<file path="src/rtl/coreabc_imem_apb_master_pkg.sv">
// coreabc_imem_apb_master_pkg: state encoding, beat arithmetic and APB register offsets
package coreabc_imem_apb_master_pkg;
  typedef enum logic [1:0] {IDLE, SETUP, ACCESS, RESP} state_t;
  localparam int ADDR_OFS = 0;
  function automatic int data_ofs(input int k);
    return 4 * k;
  endfunction
  function automatic int nbeats(input int iw, input int dw);
    return (iw + dw - 1) / dw;
  endfunction
  function automatic int beat_w(input int n);
    return $clog2(n + 1);
  endfunction
endpackage

</file>
<file path="src/rtl/coreabc_imem_apb_master.sv">
// coreabc_imem_apb_master: APB initiator moving whole instruction words to/from the instruction-store NVM
//  clk/rstn                            clock, synchronous active-low reset
//  req_valid/req_ready/req_write       request handshake (accepted only in IDLE)
//  req_addr/req_wdata                  instruction address and write word
//  rsp_valid/rsp_err/rsp_rdata         one-cycle completion pulse with status and read word
//  psel/penable/pwrite/paddr/pwdata    APB request side
//  prdata/pready/pslverr               APB completion side
module coreabc_imem_apb_master
  import coreabc_imem_apb_master_pkg::*;
#(
  parameter int AWIDTH  = 8,
  parameter int DWIDTH  = 8,
  parameter int ICWIDTH = 8,
  parameter int IWWIDTH = 58,
  parameter int TIMEOUT = 255
) (
  input  logic               clk,
  input  logic               rstn,
  input  logic               req_valid,
  output logic               req_ready,
  input  logic               req_write,
  input  logic [ICWIDTH-1:0] req_addr,
  input  logic [IWWIDTH-1:0] req_wdata,
  output logic               rsp_valid,
  output logic               rsp_err,
  output logic [IWWIDTH-1:0] rsp_rdata,
  output logic               psel,
  output logic               penable,
  output logic               pwrite,
  output logic [AWIDTH-1:0]  paddr,
  output logic [DWIDTH-1:0]  pwdata,
  input  logic [DWIDTH-1:0]  prdata,
  input  logic               pready,
  input  logic               pslverr
);
  localparam int NB = nbeats(IWWIDTH, DWIDTH);
  localparam int BW = beat_w(NB);
  localparam int TW = $clog2(TIMEOUT + 2);
  localparam int PW = NB * DWIDTH;
  state_t st, nxt;
  logic [BW-1:0] beat, idx;
  logic [TW-1:0] tcnt;
  logic wr, err, last, tmo, cap;
  logic [ICWIDTH-1:0] addr;
  logic [PW-1:0] wdata;
  logic [IWWIDTH-1:0] rdata;
  // beat 0 carries the address; data beat k moves chunk k-1
  assign idx = beat == '0 ? '0 : beat - 1'b1;
  assign last = int'(beat) == NB;
  // never true when TIMEOUT is 0, which disables the timeout
  assign tmo = !pready && int'(tcnt) + 1 == TIMEOUT;
  assign cap = st == ACCESS && pready && !pslverr && !wr && beat != '0;
  assign req_ready = st == IDLE;
  assign psel = st == SETUP || st == ACCESS;
  assign penable = st == ACCESS;
  assign pwrite = psel && (beat == '0 || wr);
  assign paddr = !psel ? '0 : beat == '0 ? AWIDTH'(ADDR_OFS) : AWIDTH'(data_ofs(int'(beat)));
  assign pwdata = !psel ? '0 : beat == '0 ? DWIDTH'(addr) : wdata[int'(idx)*DWIDTH +: DWIDTH];
  assign rsp_valid = st == RESP;
  assign rsp_err = rsp_valid && err;
  assign rsp_rdata = rdata;
  always_comb begin
    nxt = st;
    case (st)
      IDLE:    nxt = req_valid ? SETUP : IDLE;
      SETUP:   nxt = ACCESS;
      ACCESS:  nxt = pready ? (pslverr || last ? RESP : SETUP) : (tmo ? RESP : ACCESS);
      default: nxt = IDLE;
    endcase
  end
  always_ff @(posedge clk) begin
    if (!rstn) begin
      st <= IDLE;
      beat <= '0;
      tcnt <= '0;
      wr <= 1'b0;
      err <= 1'b0;
      addr <= '0;
      wdata <= '0;
      rdata <= '0;
    end else begin
      st <= nxt;
      if (st == IDLE && req_valid) begin
        wr <= req_write;
        addr <= req_addr;
        wdata <= PW'(req_wdata);
        rdata <= '0;
        err <= 1'b0;
        beat <= '0;
      end
      if (st == SETUP) tcnt <= '0;
      if (st == ACCESS) begin
        err <= pready ? pslverr : tmo;
        if (pready) beat <= beat + 1'b1;
        else tcnt <= tcnt + 1'b1;
      end
      // pad bits of the last chunk have no destination and are dropped here
      for (int i = 0; i < IWWIDTH; i++)
        if (cap && int'(idx) == i / DWIDTH) rdata[i] <= prdata[i % DWIDTH];
    end
  end
endmodule

</file>
<file path="config.mk">
export PLATFORM = sky130hd
export DESIGN_NAME = coreabc_imem_apb_master
export DESIGN_NICKNAME = d
export VERILOG_FILES = /design/src/rtl/coreabc_imem_apb_master_pkg.sv /design/src/rtl/coreabc_imem_apb_master.sv
export SDC_FILE = /design/constraint.sdc
export NUM_CORES = 1
export LEC_CHECK = 0
export ABC_AREA = 0
export CAP_MARGIN = 20
export CORE_MARGIN = 4
export CORE_UTILIZATION = 37
export DETAILED_ROUTE_END_ITERATION = 8
export SYNTH_ARGS = -nofsm -noshare
export SYNTH_HDL_FRONTEND = slang
export SYNTH_SLANG_ARGS = --single-unit
</file>
<file path="constraint.sdc">
create_clock -name clk -period 6.3 [get_ports clk]
set_input_delay 1.26 -clock clk [delete_from_list [all_inputs] [get_ports clk]]
set_output_delay 1.26 -clock clk [all_outputs]
set_load 0.01 [all_outputs]
</file>
==> impl_metrics.env <==
export IMPL_ir_drop_uv=179
export IMPL_synthMostInstantiatedCell="nand2_1"
export IMPL_cp_required_ns=5.04
export IMPL_synthCells=827
export IMPL_die_w_um=141
export IMPL_grt_pass1_wl_um=31800
export IMPL_p_leak_nw=2.94
export IMPL_cts_made_buffers=17
export IMPL_yosys_area_top_type_share_pct=43.2
export IMPL_wire_per_inst_um=17.3
export IMPL_post_cts_resized=0
export IMPL_syn_avg_cell_area_sq_um=7.91
export IMPL_critPathKind="reg2out"
export IMPL_synth_seq_cells=141
export IMPL_ys_warn_count=0
export IMPL_start_kind="flop"
export IMPL_hold_viol=0
export IMPL_cts_sinks=141
export IMPL_dr_pass1_iters=5
export IMPL_slew_headroom_pct=33.7
export IMPL_clk_transition_reported_paths_ns=0.06
export IMPL_clk_latency_ns=0.42
export IMPL_io_buffers=155
export IMPL_core_area_sq_um=17300
export IMPL_maxClockFrequency_ghz=0.190
export IMPL_hold_class="reg2reg"
export IMPL_seqPwrFrac_pct=43.1
export IMPL_grt_pass1_vias=5727
export IMPL_cts_root_buf="clkbuf_16"
export IMPL_die_area_sq_um=19900
export IMPL_ios=160
export IMPL_synth_distinct_cells=61
export IMPL_synth_largest_area_cell="dfxtp_1"
export IMPL_insertedDiodeCount=0
export IMPL_place_detailed_hpwl_um=14100
export IMPL_run_status="complete, no violations"
export IMPL_crit_arrival_ns=4.00
export IMPL_drive_gt1_share_pct=5.71
export IMPL_rsz0062_at_grt="no"
export IMPL_synth_common_cells="nand2_1 (187), a21oi_1 (146), dfxtp_1 (141)"
export IMPL_path_cells="buf_4 > inv_1 > ha_1 > nor3b_2 > a31oi_4 > nand2_1 > a22oi_1 > a21oi_1 > clkdlybuf4s50_1"
export IMPL_area_growth_pct=33.3
export IMPL_syn_area_sq_um=6540
export IMPL_vias=6226
export IMPL_tightest_slew_ns=0.990
export IMPL_placed_cells=1138
export IMPL_grt_max_degree=107
export IMPL_crit_path_max_fanout=31
export IMPL_post_route_period_util_pct=83.4
export IMPL_post_cts_buffers=0
export IMPL_p_switching_mw=0.541
export IMPL_fin_cells=1171
export IMPL_dr_first_iter_drc_count=404
export IMPL_grt_use_total_pct=20.0
export IMPL_cts_hold_fix_buffers=0
export IMPL_drc_errors=0
export IMPL_ys_seq_area_share_pct=43.2
export IMPL_finalWeightedCongestion=0.821
export IMPL_rows=48
export IMPL_comb_power_share_pct=10.7
export IMPL_h_tree_depth=4
export IMPL_setup_tns_ns=0
export IMPL_slew_violations=0
export IMPL_maxCapViolCount=0
export IMPL_ys_async_sr_fraction_pct=0
export IMPL_synthTopCellsByArea="dfxtp_1 (43%), a21oi_1 (11%), nand2_1 (11%)"
export IMPL_power_share_clock_pct=46.2
export IMPL_crit_path_top_delay_cell="nor3b_2"
export IMPL_internal_power_mw=1.66
export IMPL_multiInputGateArea_sq_um=3330
export IMPL_synth_edf_count=0
export IMPL_grt_ovfl_total=0
export IMPL_powerDensity_nw_per_um2=252
export IMPL_synth_flop_cell="dfxtp_1"
export IMPL_fin_crit_ns=5.26
export IMPL_cts_tree="yes"
export IMPL_endpoint_kind="primary output"
export IMPL_die_h_um=141
export IMPL_cpPeakStageDelay_ns=0.86
export IMPL_setup_viol=0
export IMPL_post_drt_via_cell_ratio=5.32
export IMPL_final_nets=1025
export IMPL_ff_latch_area_sq_um=2820
export IMPL_ant_nets=0
export IMPL_switching_share_pct=24.6
export IMPL_cts_buffer_depth=2
export IMPL_grt_antenna_before_repair=0
export IMPL_initial_core_util_pct=37.8
export IMPL_n_fill_cell=1741
export IMPL_finClkSkew_ns=0.00796
export IMPL_wirelength_um=20200
==> registers in the layout, summed over array words and instances, names as in the netlist <==
name and flops:
rsp_rdata 58, wdata 58, tcnt 9, addr 8, beat 4, st 2, err 1, wr 1
==> area by class of cell <==
class                           count  area share, %
Multi-Input combinational cell    601           38.2
Sequential cell                   141           32.4
Timing Repair Buffer              162           18.9
Clock buffer                       20           5.24
Tap cell                          225           3.23
Clock inverter                     11           1.64
Inverter                           11          0.502
==> path summary, 6_finish.rpt <==
path	start	endpoint	slack (ns)	cells after the start
worst min register to register	wdata[19]$_SDFFE_PN0P_	wdata[19]$_SDFFE_PN0P_	0.46	2
worst min-delay path	wdata[19]$_SDFFE_PN0P_	wdata[19]$_SDFFE_PN0P_	0.46	2
worst max register to register	beat[0]$_SDFF_PN0_	rsp_rdata[4]$_SDFFE_PN0P_	3.09	8
worst max-delay path	beat[0]$_SDFF_PN0_	pwdata[7]	1.04	9
==> through the flow <==
stage | hold WS (ns) | power [mW] | cell area (sq um) | setup slack (ns) | util [%]
after floorplan | 0.432 | 1.09 | 6550 | 2.85 | -
after global placement | 0.445 | 1.20 | 8070 | 1.61 | 46.6
after detailed placement | 0.446 | 1.20 | 8070 | 1.50 | 46.6
after CTS | 0.454 | 2.22 | 8660 | 1.03 | 50.1
after global routing | 0.472 | 2.28 | 8720 | 0.815 | 50.4
final | 0.457 | 2.20 | 8720 | 1.04 | 50.4
==> power groups by stage <==
stage / registers, mW / clock network (mW) / logic [mW]
global placement: 0.968 / 0 / 0.234
global route: 0.950 / 1.07 / 0.260
floorplan: 0.956 / 0 / 0.135
detailed placement: 0.967 / 0 / 0.235
CTS: 0.948 / 1.03 / 0.236
finish: 0.948 / 1.02 / 0.236
==> critical path: cells and delay by family, from the launching register on <==
family	cells	cell delay [ns]
and+or+nand+nor	2	1.28
buffers and inverters	3	1.06
AOI/OAI and AO/OA	3	0.58
adders and majority gates	1	0.36
DFF	1	0.30
==> routing by layer <==
| metal | GRT usage (%) | wire length, um | vias to the layer above |
|---|---|---|---|
| met1 | 27.5 | 9260 | 2918 |
| li1 | - | - | 3095 |
| met2 | 31.1 | 9440 | 191 |
| met5 | 0 | 0 | - |
| met4 | 5.41 | 317 | 0 |
| met3 | 5.19 | 1210 | 22 |
==> cells by family after synthesis <==
| kind of cell | after synthesis | share of synthesized area [%] |
|---|---|---|
| simple gates | 340 | 24.9 |
| compound gates | 237 | 22.1 |
| flops | 141 | 43.2 |
| buf+inv | 88 | 6.35 |
| fa+ha+maj | 11 | 2.10 |
| mux | 8 | 1.22 |
| other cells | 1 | 0.0573 |
| xor+xnor | 1 | 0.134 |
==> cell usage in the layout (no fill, tap or decap), drive strengths merged, types with 3 or more instances in the layout <==
cell and n:
clkinv 3, and3 4, o21a 3, clkinvlp 5
nor3b 4, a21oi 149, clkbuf 20, mux2i 8
conb 4, o21ai 14, a311oi 4, clkdlybuf4s50 155
nand4 5, nand3b 26, nand2 187, and2 11
a31oi 6, inv 11, nor3 5, dfxtp 141
nor2 29, ha 11, o211ai 34, bufinv 3
buf 7, nand3 56, o221ai 4
Power figures use the tool's default switching activity.
